==> config.mk <==
export PLATFORM = sky130hd
export DESIGN_NAME = pid_sample_scheduler_flat
export DESIGN_NICKNAME = d
export VERILOG_FILES = /design/src/rtl/pid_sample_scheduler_pkg.sv /design/src/rtl/pid_sample_scheduler_if.sv /design/src/rtl/pid_sample_scheduler_period_timer.sv /design/src/rtl/pid_sample_scheduler.sv /design/src/flat_wrapper.sv
export SDC_FILE = /design/constraint.sdc
export NUM_CORES = 1
export LEC_CHECK = 0
export CORE_UTILIZATION = 45
export CTS_CLUSTER_DIAMETER = 80
export DETAILED_ROUTE_END_ITERATION = 8
export GPL_TIMING_DRIVEN = 0
export PLACE_DENSITY = 0.77
export SYNTH_ARGS = -nofsm -noshare
export SYNTH_HDL_FRONTEND = slang
export SYNTH_HIERARCHICAL = 1
export SYNTH_SLANG_ARGS = --single-unit
==> constraint.sdc <==
create_clock -name clk_i -period 2.7 [get_ports clk_i]
set_clock_uncertainty 0.2 [all_clocks]
set_input_delay 0.54 -clock clk_i [delete_from_list [all_inputs] [get_ports clk_i]]
set_output_delay 0.54 -clock clk_i [all_outputs]
set_load 0.05 [all_outputs]
==> src/rtl/pid_sample_scheduler_pkg.sv <==
// Shared encodings and defaults for the PID sample scheduler and its period timer.
package pid_sched_pkg;

  localparam int ADC_BITWIDTH_DEF    = 8;
  localparam int PERIOD_BITWIDTH_DEF = 16;
  localparam int TIMEOUT_CYCLES_DEF  = 1023;

  typedef enum logic [2:0] {
    ST_IDLE      = 3'd0,
    ST_ADC_REQ   = 3'd1,
    ST_ADC_WAIT  = 3'd2,
    ST_PID_START = 3'd3,
    ST_PID_RUN   = 3'd4,
    ST_UPDATE    = 3'd5
  } sched_state_e;

  localparam sched_state_e STATE_RESET = ST_IDLE;
  localparam logic         FLAG_RESET  = 1'b0;
  localparam logic         STROBE_RESET = 1'b0;

endpackage

==> src/rtl/pid_sample_scheduler_if.sv <==
// Handshake bundle between the scheduler and the ADC interface, PID core and PWM stage.
interface pid_sample_scheduler_if
  import pid_sched_pkg::*;
#(
  parameter int ADC_BITWIDTH = ADC_BITWIDTH_DEF
);

  logic                           adc_start_o;
  logic                           adc_done_i;
  logic        [ADC_BITWIDTH-1:0] adc_data_i;
  logic        [ADC_BITWIDTH-1:0] ADC_value_o;
  logic        [ADC_BITWIDTH-1:0] SET_value_o;
  logic                           pid_start_o;
  logic                           pid_done_i;
  logic signed [ADC_BITWIDTH:0]   pid_out_i;
  logic signed [ADC_BITWIDTH:0]   out_value_o;
  logic                           update_o;

  // Scheduler side.
  modport master (
    output adc_start_o,
    input  adc_done_i,
    input  adc_data_i,
    output ADC_value_o,
    output SET_value_o,
    output pid_start_o,
    input  pid_done_i,
    input  pid_out_i,
    output out_value_o,
    output update_o
  );

  // ADC / PID core / PWM side.
  modport slave (
    input  adc_start_o,
    output adc_done_i,
    output adc_data_i,
    input  ADC_value_o,
    input  SET_value_o,
    input  pid_start_o,
    output pid_done_i,
    output pid_out_i,
    input  out_value_o,
    input  update_o
  );

endinterface

==> src/rtl/pid_sample_scheduler_period_timer.sv <==
// Free-running sample-period counter; pulses tick_o on the last count of each period.
module period_timer
  import pid_sched_pkg::*;
#(
  parameter int PERIOD_BITWIDTH = PERIOD_BITWIDTH_DEF
) (
  input  logic                       clk_i,
  input  logic                       rstn_i,
  input  logic                       enable_i,
  input  logic [PERIOD_BITWIDTH-1:0] period_i,
  output logic                       tick_o
);

  logic [PERIOD_BITWIDTH-1:0] count_q;
  logic [PERIOD_BITWIDTH-1:0] count_d;
  logic                       running;

  // period_i is compared live: shrinking it below the count lets the counter wrap through 2^N.
  always_comb begin
    running = enable_i && (period_i != '0);
    tick_o  = running && (count_q == (period_i - PERIOD_BITWIDTH'(1)));
    count_d = count_q + PERIOD_BITWIDTH'(1);
    if (!running || tick_o) begin
      count_d = '0;
    end
  end

  always_ff @(posedge clk_i) begin
    if (!rstn_i) begin
      count_q <= '0;
    end else begin
      count_q <= count_d;
    end
  end

endmodule

==> src/rtl/pid_sample_scheduler.sv <==
// Sequences one PID control iteration per sample tick: ADC request, operand latch,
// PID start, result capture and PWM update strobe, with watchdog and overrun flags.
module pid_sample_scheduler
  import pid_sched_pkg::*;
#(
  parameter int ADC_BITWIDTH    = ADC_BITWIDTH_DEF,
  parameter int PERIOD_BITWIDTH = PERIOD_BITWIDTH_DEF,
  parameter int TIMEOUT_CYCLES  = TIMEOUT_CYCLES_DEF
) (
  input  logic                       clk_i,
  input  logic                       rstn_i,
  input  logic                       enable_i,
  input  logic [PERIOD_BITWIDTH-1:0] period_i,
  input  logic                       clr_flags_i,
  input  logic [ADC_BITWIDTH-1:0]    set_value_i,
  pid_sample_scheduler_if.master     bus,
  output logic                       busy_o,
  output logic                       overrun_o,
  output logic                       timeout_o
);

  localparam int WD_BITWIDTH = (TIMEOUT_CYCLES < 2) ? 1 : $clog2(TIMEOUT_CYCLES + 1);
  localparam logic [WD_BITWIDTH-1:0] WD_LAST = WD_BITWIDTH'(TIMEOUT_CYCLES - 1);

  sched_state_e                state_q, state_d;
  logic [WD_BITWIDTH-1:0]      wd_q, wd_d;
  logic                        adc_start_q, adc_start_d;
  logic                        pid_start_q, pid_start_d;
  logic                        update_q, update_d;
  logic [ADC_BITWIDTH-1:0]     adc_value_q, adc_value_d;
  logic [ADC_BITWIDTH-1:0]     set_value_q, set_value_d;
  logic signed [ADC_BITWIDTH:0] out_value_q, out_value_d;
  logic                        overrun_q, overrun_d;
  logic                        timeout_q, timeout_d;
  logic                        tick;
  logic                        wd_expired;
  logic                        overrun_set;
  logic                        timeout_set;

  period_timer #(
    .PERIOD_BITWIDTH (PERIOD_BITWIDTH)
  ) u_period_timer (
    .clk_i    (clk_i),
    .rstn_i   (rstn_i),
    .enable_i (enable_i),
    .period_i (period_i),
    .tick_o   (tick)
  );

  // The watchdog reaches TIMEOUT_CYCLES on the same edge the flag is raised; a done strobe
  // in that last waiting cycle is tested first and therefore wins.
  always_comb begin
    state_d     = state_q;
    wd_d        = wd_q;
    adc_start_d = 1'b0;
    pid_start_d = 1'b0;
    update_d    = 1'b0;
    adc_value_d = adc_value_q;
    set_value_d = set_value_q;
    out_value_d = out_value_q;
    timeout_set = 1'b0;
    wd_expired  = (wd_q == WD_LAST);
    overrun_set = tick && (state_q != ST_IDLE);

    if (!enable_i && (state_q != ST_IDLE)) begin
      state_d = ST_IDLE;
    end else begin
      unique case (state_q)
        ST_IDLE: begin
          if (tick) begin
            state_d     = ST_ADC_REQ;
            adc_start_d = 1'b1;
          end
        end
        ST_ADC_REQ: begin
          state_d = ST_ADC_WAIT;
          wd_d    = '0;
        end
        ST_ADC_WAIT: begin
          if (bus.adc_done_i) begin
            adc_value_d = bus.adc_data_i;
            set_value_d = set_value_i;
            pid_start_d = 1'b1;
            state_d     = ST_PID_START;
          end else if (wd_expired) begin
            timeout_set = 1'b1;
            state_d     = ST_IDLE;
          end else begin
            wd_d = wd_q + WD_BITWIDTH'(1);
          end
        end
        ST_PID_START: begin
          state_d = ST_PID_RUN;
          wd_d    = '0;
        end
        ST_PID_RUN: begin
          if (bus.pid_done_i) begin
            out_value_d = bus.pid_out_i;
            update_d    = 1'b1;
            state_d     = ST_UPDATE;
          end else if (wd_expired) begin
            timeout_set = 1'b1;
            state_d     = ST_IDLE;
          end else begin
            wd_d = wd_q + WD_BITWIDTH'(1);
          end
        end
        ST_UPDATE: begin
          state_d = ST_IDLE;
        end
        default: begin
          state_d = ST_IDLE;
        end
      endcase
    end

    overrun_d = overrun_q;
    if (clr_flags_i) begin
      overrun_d = 1'b0;
    end
    if (overrun_set) begin
      overrun_d = 1'b1;
    end

    timeout_d = timeout_q;
    if (clr_flags_i) begin
      timeout_d = 1'b0;
    end
    if (timeout_set) begin
      timeout_d = 1'b1;
    end
  end

  always_ff @(posedge clk_i) begin
    if (!rstn_i) begin
      state_q     <= STATE_RESET;
      wd_q        <= '0;
      adc_start_q <= STROBE_RESET;
      pid_start_q <= STROBE_RESET;
      update_q    <= STROBE_RESET;
      adc_value_q <= '0;
      set_value_q <= '0;
      out_value_q <= '0;
      overrun_q   <= FLAG_RESET;
      timeout_q   <= FLAG_RESET;
    end else begin
      state_q     <= state_d;
      wd_q        <= wd_d;
      adc_start_q <= adc_start_d;
      pid_start_q <= pid_start_d;
      update_q    <= update_d;
      adc_value_q <= adc_value_d;
      set_value_q <= set_value_d;
      out_value_q <= out_value_d;
      overrun_q   <= overrun_d;
      timeout_q   <= timeout_d;
    end
  end

  assign bus.adc_start_o = adc_start_q;
  assign bus.pid_start_o = pid_start_q;
  assign bus.update_o    = update_q;
  assign bus.ADC_value_o = adc_value_q;
  assign bus.SET_value_o = set_value_q;
  assign bus.out_value_o = out_value_q;
  assign busy_o          = (state_q != ST_IDLE);
  assign overrun_o       = overrun_q;
  assign timeout_o       = timeout_q;

endmodule
==> src/flat_wrapper.sv <==
// flat-port wrapper written by rule: the top's interface ports become plain ports
module pid_sample_scheduler_flat import pid_sched_pkg::*;
#(
  parameter int ADC_BITWIDTH    = ADC_BITWIDTH_DEF,
  parameter int PERIOD_BITWIDTH = PERIOD_BITWIDTH_DEF,
  parameter int TIMEOUT_CYCLES  = TIMEOUT_CYCLES_DEF
)
  (clk_i, rstn_i, enable_i, period_i, clr_flags_i, set_value_i, busy_o, overrun_o, timeout_o, bus_adc_start_o, bus_adc_done_i, bus_adc_data_i, bus_ADC_value_o, bus_SET_value_o, bus_pid_start_o, bus_pid_done_i, bus_pid_out_i, bus_out_value_o, bus_update_o);
  pid_sample_scheduler_if #(.ADC_BITWIDTH(ADC_BITWIDTH)) bus_i ();
  input  logic clk_i;
  input  logic rstn_i;
  input  logic enable_i;
  input  logic [PERIOD_BITWIDTH-1:0] period_i;
  input  logic clr_flags_i;
  input  logic [ADC_BITWIDTH-1:0] set_value_i;
  output logic busy_o;
  output logic overrun_o;
  output logic timeout_o;
  output wire logic [$bits(bus_i.adc_start_o)-1:0] bus_adc_start_o;
  input wire logic [$bits(bus_i.adc_done_i)-1:0] bus_adc_done_i;
  input wire logic [$bits(bus_i.adc_data_i)-1:0] bus_adc_data_i;
  output wire logic [$bits(bus_i.ADC_value_o)-1:0] bus_ADC_value_o;
  output wire logic [$bits(bus_i.SET_value_o)-1:0] bus_SET_value_o;
  output wire logic [$bits(bus_i.pid_start_o)-1:0] bus_pid_start_o;
  input wire logic [$bits(bus_i.pid_done_i)-1:0] bus_pid_done_i;
  input wire logic [$bits(bus_i.pid_out_i)-1:0] bus_pid_out_i;
  output wire logic [$bits(bus_i.out_value_o)-1:0] bus_out_value_o;
  output wire logic [$bits(bus_i.update_o)-1:0] bus_update_o;
  assign bus_adc_start_o = bus_i.adc_start_o;
  assign bus_i.adc_done_i = bus_adc_done_i;
  assign bus_i.adc_data_i = bus_adc_data_i;
  assign bus_ADC_value_o = bus_i.ADC_value_o;
  assign bus_SET_value_o = bus_i.SET_value_o;
  assign bus_pid_start_o = bus_i.pid_start_o;
  assign bus_i.pid_done_i = bus_pid_done_i;
  assign bus_i.pid_out_i = bus_pid_out_i;
  assign bus_out_value_o = bus_i.out_value_o;
  assign bus_update_o = bus_i.update_o;
  pid_sample_scheduler #(.ADC_BITWIDTH(ADC_BITWIDTH), .PERIOD_BITWIDTH(PERIOD_BITWIDTH), .TIMEOUT_CYCLES(TIMEOUT_CYCLES)) u_core (.clk_i(clk_i), .rstn_i(rstn_i), .enable_i(enable_i), .period_i(period_i), .clr_flags_i(clr_flags_i), .set_value_i(set_value_i), .bus(bus_i), .busy_o(busy_o), .overrun_o(overrun_o), .timeout_o(timeout_o));
endmodule
==> metrics.csv, run 1 <==
metric,value,unit
use_met2,38.11,%
dr.pass1.iters,4,
synth-main-ff-cell,sky130_fd_sc_hd__dfxtp_1,
layout.cells.most_common,sky130_fd_sc_hd__clkdlybuf4s50_1,
most-common-layout-cells,"sky130_fd_sc_hd__clkdlybuf4s50_1, sky130_fd_sc_hd__dfxtp_1, sky130_fd_sc_hd__nand2_1, sky130_fd_sc_hd__nor2_1, sky130_fd_sc_hd__a21oi_1",
drv_slew,0,
n_antenna_cell,0,
syn_area,0.003158,mm²
number_of_buffers_between_clock_root_and_the_deepest_sink,2,
grt_use_met1,26.24,%
holdCritPathClass,flip-flop to flip-flop,
outcome,finished clean,
num-fill-cells,570,
root_buffer_cell,sky130_fd_sc_hd__clkbuf_8,
syn_area_per_cell,8.444,µm²
synth.lib_cells_used.distinct,58,
die_area,0.007356,mm²
pin_count,78,
fin_crit_sh,97.60,%
fin_total_pwr,1.842,mW
wirelength,8052,µm
whs,0.2531,ns
instances_no_fill,574,
place_ws,-0.8620,ns
worst-setup-path-type,primary input to flip-flop,
path_max_fanout,5,
ir_drop,284.9,µV
max_freq,0.3795,GHz
powerDensity,414.1,mW/mm²
yosys_register_bits,59,
worst-endpoint-arrival,2.64,ns
worst-r2r-setup-slack,0.38,ns
wl_per_cell,14.03,µm
worst_setup_end_kind,flip-flop,
timing.critical_path.from_type,primary input,
area_growth,40.85,%
final_layout_size_suffix_gt1_share,16.11,%
placed_cells_incl_taps,546,
seq_area_frac_synth,37.40,%
initial_utilization,46.48,%
cts.clk_slew.worst_paths,0.06,ns
ys_async_sr_fraction,0,%
synth_edf_count,0,
num-nets-final,525,
drc,0,
post-synth-top-area-cell,sky130_fd_sc_hd__dfxtp_1,
timing_hold_violations_final,0,
drv_cap,0,
clkLatencyLatePin,0.33,ns
pin_count_of_the_biggest_net_entering_global_routing,11,
post_synth_main_area_contributors,"sky130_fd_sc_hd__dfxtp_1, sky130_fd_sc_hd__nand2_1, sky130_fd_sc_hd__a21oi_1",
gr-max-usage-layer,met2,
final_core_utilization,65.47,%
yosys.area.top_type_share,37.40,%
holdBufCountCts,0,
groute.usage.overall,22.37,%
viasPerCell,5.272,
max_slew.worst_pin.slew,0.5257,ns
cts.sink_count,59,
p_leak,1.605,nW
floorplan.die.height,85.77,µm
cts_buffers,9,
first_pass_grt_wire_length,12990,µm
global_route.usage.met3,6.256,%
setup_repair_after_global_routing_missed_its_margin,true,
postPlaceCellArea,0.004055,mm²
vias,3026,
die_w,85.77,µm
finalSetupTns,0,ns
cts.htree.levels,3,
io_buffers,76,
dr.first_iter.drc_count,131,
synth_warnings,6,
place_congestion,0.8354,
setup_violations,0,
placement_rows,30,
timing.critical_path.required,2.70,ns
core-area,0.006794,mm²
grt-ovfl-total,0,
finalWorstPathRequiredPeriod,2.635,ns
dp_hpwl,5589,µm
grt_antenna_before_repair,0,
route.antenna.remaining_nets,0,
post_route_cell_area,0.004448,mm²
post_synth_inst_count,374,
first_global_vias,2925,
setup_ws,0.06486,ns
timing.max_slew.rel_slack,64.90,%
cts_tree,yes,
synth_fp_nets,425,
area by class of cell:
class / count / area, µm² / share of cell area (%)
Tap cell: 96 / 120.1 / 2.700
Inverter: 13 / 53.80 / 1.210
Multi-Input combinational cell: 287 / 1959 / 44.05
Sequential cell: 59 / 1181 / 26.55
Clock buffer: 13 / 158.9 / 3.572
Buffer: 15 / 91.34 / 2.053
Clock inverter: 2 / 35.03 / 0.7876
Timing Repair Buffer: 89 / 848.3 / 19.07
synthesized netlist by cell type, types with 3 or more instances:
cell type	count
sky130_fd_sc_hd__dfxtp_1	59
sky130_fd_sc_hd__nand2_1	48
sky130_fd_sc_hd__nor2_1	39
sky130_fd_sc_hd__a21oi_1	30
sky130_fd_sc_hd__nand3_1	15
sky130_fd_sc_hd__xnor2_1	15
sky130_fd_sc_hd__xor2_1	14
sky130_fd_sc_hd__inv_1	13
sky130_fd_sc_hd__mux2i_1	10
sky130_fd_sc_hd__and3_1	9
sky130_fd_sc_hd__nor2b_1	7
sky130_fd_sc_hd__nor3_1	7
sky130_fd_sc_hd__or4_1	7
sky130_fd_sc_hd__clkbuf_1	6
sky130_fd_sc_hd__nand4_1	6
sky130_fd_sc_hd__o21ai_0	6
sky130_fd_sc_hd__and2_1	5
sky130_fd_sc_hd__nand2b_1	5
sky130_fd_sc_hd__o21a_1	5
sky130_fd_sc_hd__o31ai_1	5
sky130_fd_sc_hd__a31oi_1	4
sky130_fd_sc_hd__buf_2	4
sky130_fd_sc_hd__ha_1	4
sky130_fd_sc_hd__nor4_1	4
sky130_fd_sc_hd__or3_1	4
sky130_fd_sc_hd__buf_6	3
sky130_fd_sc_hd__o41ai_1	3
final timing paths:
check | cells after the start | startpoint | endpoint
setup reg to reg | 10 | u_core/u_period_timer/count_q[13] | u_core/state_q[1]
setup / recovery | 10 | period_i[11] | u_core/overrun_o
hold / removal | 2 | u_core/bus.SET_value_o[2] | u_core/bus.SET_value_o[2]
hold reg to reg | 2 | u_core/bus.SET_value_o[2] | u_core/bus.SET_value_o[2]
flip-flops by register name (all words and copies together), names as in the netlist:
| signal | cells |
|---|---|
| u_core/bus.adc_start_o | 1 |
| u_core/timeout_o | 1 |
| u_core/bus.out_value_o | 9 |
| u_core/wd_q | 10 |
| u_core/bus.update_o | 1 |
| u_core/bus.ADC_value_o | 8 |
| u_core/state_q | 3 |
| u_core/u_period_timer/count_q | 16 |
| u_core/bus.SET_value_o | 8 |
| u_core/overrun_o | 1 |
| u_core/bus.pid_start_o | 1 |
where the power goes:
group | switching, mW | total (mW) | internal (mW)
Clock | 0.314 | 0.784 | 0.471
Combinational | 0.0877 | 0.183 | 0.0957
Sequential | 0.00184 | 0.874 | 0.872
worst max-delay path: stages:
cell	delay, ns
sky130_fd_sc_hd__dlygate4sd2_1	0.30
sky130_fd_sc_hd__or4_4	0.58
sky130_fd_sc_hd__or2_4	0.27
sky130_fd_sc_hd__o21a_1	0.20
sky130_fd_sc_hd__o22ai_4	0.22
sky130_fd_sc_hd__nor4_2	0.06
sky130_fd_sc_hd__and2_4	0.17
sky130_fd_sc_hd__buf_4	0.13
sky130_fd_sc_hd__a21oi_1	0.11
sky130_fd_sc_hd__nor2_1	0.05
logic make-up (layout without fill, tap and decap cells):
| logic type | count (synthesis) | after routing | synth area share (%) |
|---|---|---|---|
| buffers and inverters | 28 | 132 | 4.437 |
| adders and majority gates | 4 | 4 | 1.585 |
| muxes | 10 | 10 | 3.170 |
| and+or+nand+nor | 173 | 173 | 29.36 |
| DFF | 59 | 59 | 37.40 |
| xor gates and xnor gates | 29 | 29 | 8.043 |
| AOI/OAI and AO/OA | 71 | 71 | 16.01 |
repair_timing:
| action | CTS | global route |
|---|---|---|
| cloned | 1 | 0 |
| buffers inserted | 9 | 3 |
| endpoints found under the setup margin | 21 | 22 |
| resized for setup | 55 | 16 |
| pin swaps | 16 | 9 |
routing by layer:
layer,vias to the layer above,part of all wire [%]
met5,-,0
met4,0,1.5
met3,15,5.6
li1,1531,-
met1,1398,45
met2,82,48
Note: power is estimated with default switching activity, not from simulation.
==> run 2: changes to the inputs <==
--- a/config.mk
+++ b/config.mk
@@ -5,12 +5,12 @@
 export SDC_FILE = /design/constraint.sdc
 export NUM_CORES = 1
 export LEC_CHECK = 0
-export CORE_UTILIZATION = 45
+export CAP_MARGIN = 10
+export CORE_UTILIZATION = 44
 export CTS_CLUSTER_DIAMETER = 80
 export DETAILED_ROUTE_END_ITERATION = 8
 export GPL_TIMING_DRIVEN = 0
-export PLACE_DENSITY = 0.77
+export PLACE_DENSITY = 0.76
 export SYNTH_ARGS = -nofsm -noshare
 export SYNTH_HDL_FRONTEND = slang
-export SYNTH_HIERARCHICAL = 1
 export SYNTH_SLANG_ARGS = --single-unit
==> run 2 against run 1 <==
  * Routed wire length down 5.9%
  * Core utilization shrank 1.4 points
  * Flip-flop and latch count is the same
  * Register-to-register slack got worse by 0.13 ns
  * Combinational power is 39% higher
  * Die area down 0.98%
  * Highest routed layer unchanged
==> metrics.csv, run 2 <==
metric,value,unit,change
finalWorstPathRequiredPeriod,2.638,ns,+0.003252 ns
post_synth_main_area_contributors,"sky130_fd_sc_hd__dfxtp_1, sky130_fd_sc_hd__xnor2_1, sky130_fd_sc_hd__nand2_1",,
worst_setup_end_kind,flip-flop,,
holdCritPathClass,flip-flop to flip-flop,,
worst-setup-path-type,primary input to flip-flop,,
post_synth_inst_count,362,,-3.2%
powerDensity,459.6,mW/mm²,+11%
top_register,u_core.u_period_timer.count_q,,
wirelength,7577,µm,-5.9%
floorplan.die.height,85.35,µm,-0.49%
synth_fp_nets,413,,-2.8%
worst-r2r-setup-slack,0.25,ns,-0.13 ns
num-nets-final,511,,-2.7%
yosys.area.top_type_share,38.64,%,+1.2 points
wl_per_cell,13.90,µm,-0.89%
io_buffers,75,,-1.3%
power.switching_fraction,25.82,%,+3.9 points
clock_power_share,42.6,%,about the same
setup_ws,0.06161,ns,-0.003252 ns
timing.max_slew.rel_slack,28.94,%,-36 points
pin_count_of_the_biggest_net_entering_global_routing,12,,+1
dr.first_iter.drc_count,103,,-21%
viasPerCell,5.273,,about the same
comb_power_share,12.8,%,+2.8 points
first_global_vias,2735,,-6.5%
synth_warnings,0,,-6
dp_hpwl,5256,µm,-6.0%
synth.lib_cells_used.distinct,45,,-22%
cts.sink_count,59,,unchanged
max_freq,0.3790,GHz,-0.12%
vias,2874,,-5.0%
dr.pass1.iters,5,,+1
cts_tree,yes,,
drv_slew,0,,unchanged
syn_area,0.003057,mm²,-3.2%
worst-endpoint-arrival,2.66,ns,+0.02 ns
outcome,finished clean,,
num-fill-cells,548,,-3.9%
pin_count,78,,unchanged
layout.cells.most_common,sky130_fd_sc_hd__clkdlybuf4s50_1,,
root_buffer_cell,sky130_fd_sc_hd__clkbuf_8,,
placed_cells_incl_taps,517,,-5.3%
setup_violations,0,,unchanged
clkLatencyLatePin,0.34,ns,about the same
instances_no_fill,545,,-5.1%
area_growth,41.67,%,
fin_crit_sh,97.72,%,+0.12 points
whs,0.2503,ns,-0.002779 ns
n_antenna_cell,0,,unchanged
core-area,0.006756,mm²,-0.55%
syn_area_per_cell,8.444,µm²,about the same
most-common-layout-cells,"sky130_fd_sc_hd__clkdlybuf4s50_1, sky130_fd_sc_hd__dfxtp_1, sky130_fd_sc_hd__nand2_1, sky130_fd_sc_hd__xnor2_1, sky130_fd_sc_hd__nor2_1",,
drv_cap,0,,unchanged
leading_post_synthesis_cells_by_instance_count,"sky130_fd_sc_hd__dfxtp_1, sky130_fd_sc_hd__nand2_1, sky130_fd_sc_hd__xnor2_1",,
initial_utilization,45.24,%,-1.2 points
cts_buffers,9,,unchanged
placement_rows,30,,unchanged
cts.htree.levels,3,,unchanged
fin_total_pwr,1.990,mW,+8.1%
grt_antenna_before_repair,0,,unchanged
path_max_fanout,7,,+2
die_area,0.007285,mm²,-0.98%
ir_drop,267.7,µV,-6.0%
number_of_buffers_between_clock_root_and_the_deepest_sink,2,,unchanged
max_slew.worst_pin.slew,1.057,ns,+0.5312 ns
final_layout_size_suffix_gt1_share,12.69,%,-3.4 points
place_ws,-0.8892,ns,-0.02717 ns
seq_power_share,44.6,%,-2.8 points
post_route_cell_area,0.004330,mm²,-2.6%
post-synth-top-area-cell,sky130_fd_sc_hd__dfxtp_1,,
first_pass_grt_wire_length,12460,µm,-4.1%
route.antenna.remaining_nets,0,,unchanged
timing.critical_path.required,2.72,ns,+0.02 ns
p_leak,1.502,nW,-6.4%
synth_most_common_cell,sky130_fd_sc_hd__dfxtp_1,,
synth-main-ff-cell,sky130_fd_sc_hd__dfxtp_1,,
seq_area_frac_synth,38.64,%,+1.2 points
largest_register_ffs,16,,unchanged
drc,0,,unchanged
cts.clk_slew.worst_paths,0.07,ns,about the same
timing_hold_violations_final,0,,unchanged
holdBufCountCts,0,,unchanged
power_switching,514.0,µW,+27%
grt-ovfl-total,0,,unchanged
ys_async_sr_fraction,0,%,unchanged
postPlaceCellArea,0.003908,mm²,-3.6%
yosys_register_bits,59,,unchanged
timing.critical_path.from_type,primary input,,
p_int,1.476,mW,+2.6%
die_w,85.35,µm,-0.49%
groute.usage.overall,21.63,%,-0.74 points
place_congestion,0.8757,,+4.8%
synth_edf_count,0,,unchanged
## run 2: changes by cell type in the layout (fill, tap and decap cells not counted), moves of 7 or more
cell and delta:
sky130_fd_sc_hd__a21oi_1 -21, sky130_fd_sc_hd__nor3_1 +20, sky130_fd_sc_hd__a21boi_1 +16, sky130_fd_sc_hd__nor2_1 -15, sky130_fd_sc_hd__xnor2_1 +11, sky130_fd_sc_hd__buf_2 -8
sky130_fd_sc_hd__nand3_1 -7
## run 2: metrics by stage
step / utilization (%) / TNS [ns]
2_1_floorplan: - / 0
3_3_place_gp: 57.83 / -14.39
3_5_place_dp: 57.83 / -14.85
4_1_cts: 62.35 / 0
5_1_grt: 64.09 / -0.006573
6_report: 64.09 / 0
## run 2: final timing paths
kind,cells past startpoint,startpoint,endpoint
hold reg to reg,2,u_core.overrun_o,u_core.overrun_o
setup / recovery,10,period_i[6],u_core.u_period_timer.count_q[9]
setup reg to reg,7,u_core.wd_q[4],u_core.wd_q[6]
hold / removal,2,u_core.overrun_o,u_core.overrun_o
## run 2: final cells by class
type	count	area, µm²	share of cell area, %
repair buffers	87	832.0	19.21
well taps	80	100.1	2.311
multi-input cells	278	1902	43.92
clock buffers	11	151.4	3.496
flip-flops and latches	59	1181	27.28
clock inverters	5	60.06	1.387
inverters	12	45.04	1.040
plain buffers	13	58.81	1.358
## run 2: routing by layer
metal / vias to the layer above / track usage [%] / wire (µm)
met4: 0 / 8.788 / 111
met2: 66 / 38.20 / 3913
met5: - / 0 / 0
met1: 1341 / 25.08 / 3286
met3: 11 / 5.350 / 265
li1: 1456 / - / -
## run 2: cell families after synthesis
group | synth area share [%]
simple gates | 29.55
flops | 38.64
compound gates | 10.19
xor+xnor | 12.89
buf+inv | 3.152
mux | 3.930
fa+ha+maj | 1.637
## run 2: repair_timing
item,in CTS,in global routing
endpoints found under the setup margin,20,24
pin swaps,5,9
cloned,0,1
setup buffers,7,4
resized for setup,17,28
## run 2: power groups by stage
stage | Clock (mW) | Combinational, mW | Sequential (mW)
after floorplan | 0 | 0.112 | 0.919
after global placement | 0 | 0.235 | 0.907
after detailed placement | 0 | 0.239 | 0.907
after CTS | 0.866 | 0.244 | 0.887
after global routing | 0.910 | 0.276 | 0.888
final | 0.848 | 0.255 | 0.887
## run 2: worst max-delay path, stage by stage
cell and delay, ns:
sky130_fd_sc_hd__dlygate4sd2_1 0.33, sky130_fd_sc_hd__nor3_2 0.28, sky130_fd_sc_hd__nand2_2 0.14, sky130_fd_sc_hd__or4_1 0.51
sky130_fd_sc_hd__o21ai_2 0.16, sky130_fd_sc_hd__nand4_1 0.15, sky130_fd_sc_hd__buf_4 0.18, sky130_fd_sc_hd__nor2_4 0.15
sky130_fd_sc_hd__buf_4 0.17, sky130_fd_sc_hd__nor3b_1 0.06
==> run 3: changes to the inputs <==
--- a/config.mk
+++ b/config.mk
@@ -11,6 +11,7 @@
 export DETAILED_ROUTE_END_ITERATION = 8
 export GPL_TIMING_DRIVEN = 0
 export PLACE_DENSITY = 0.76
+export SLEW_MARGIN = 0
 export SYNTH_ARGS = -nofsm -noshare
 export SYNTH_HDL_FRONTEND = slang
 export SYNTH_SLANG_ARGS = --single-unit
==> results of run 3 <==
Final layout, timing and power as in run 2 (identical DEF).
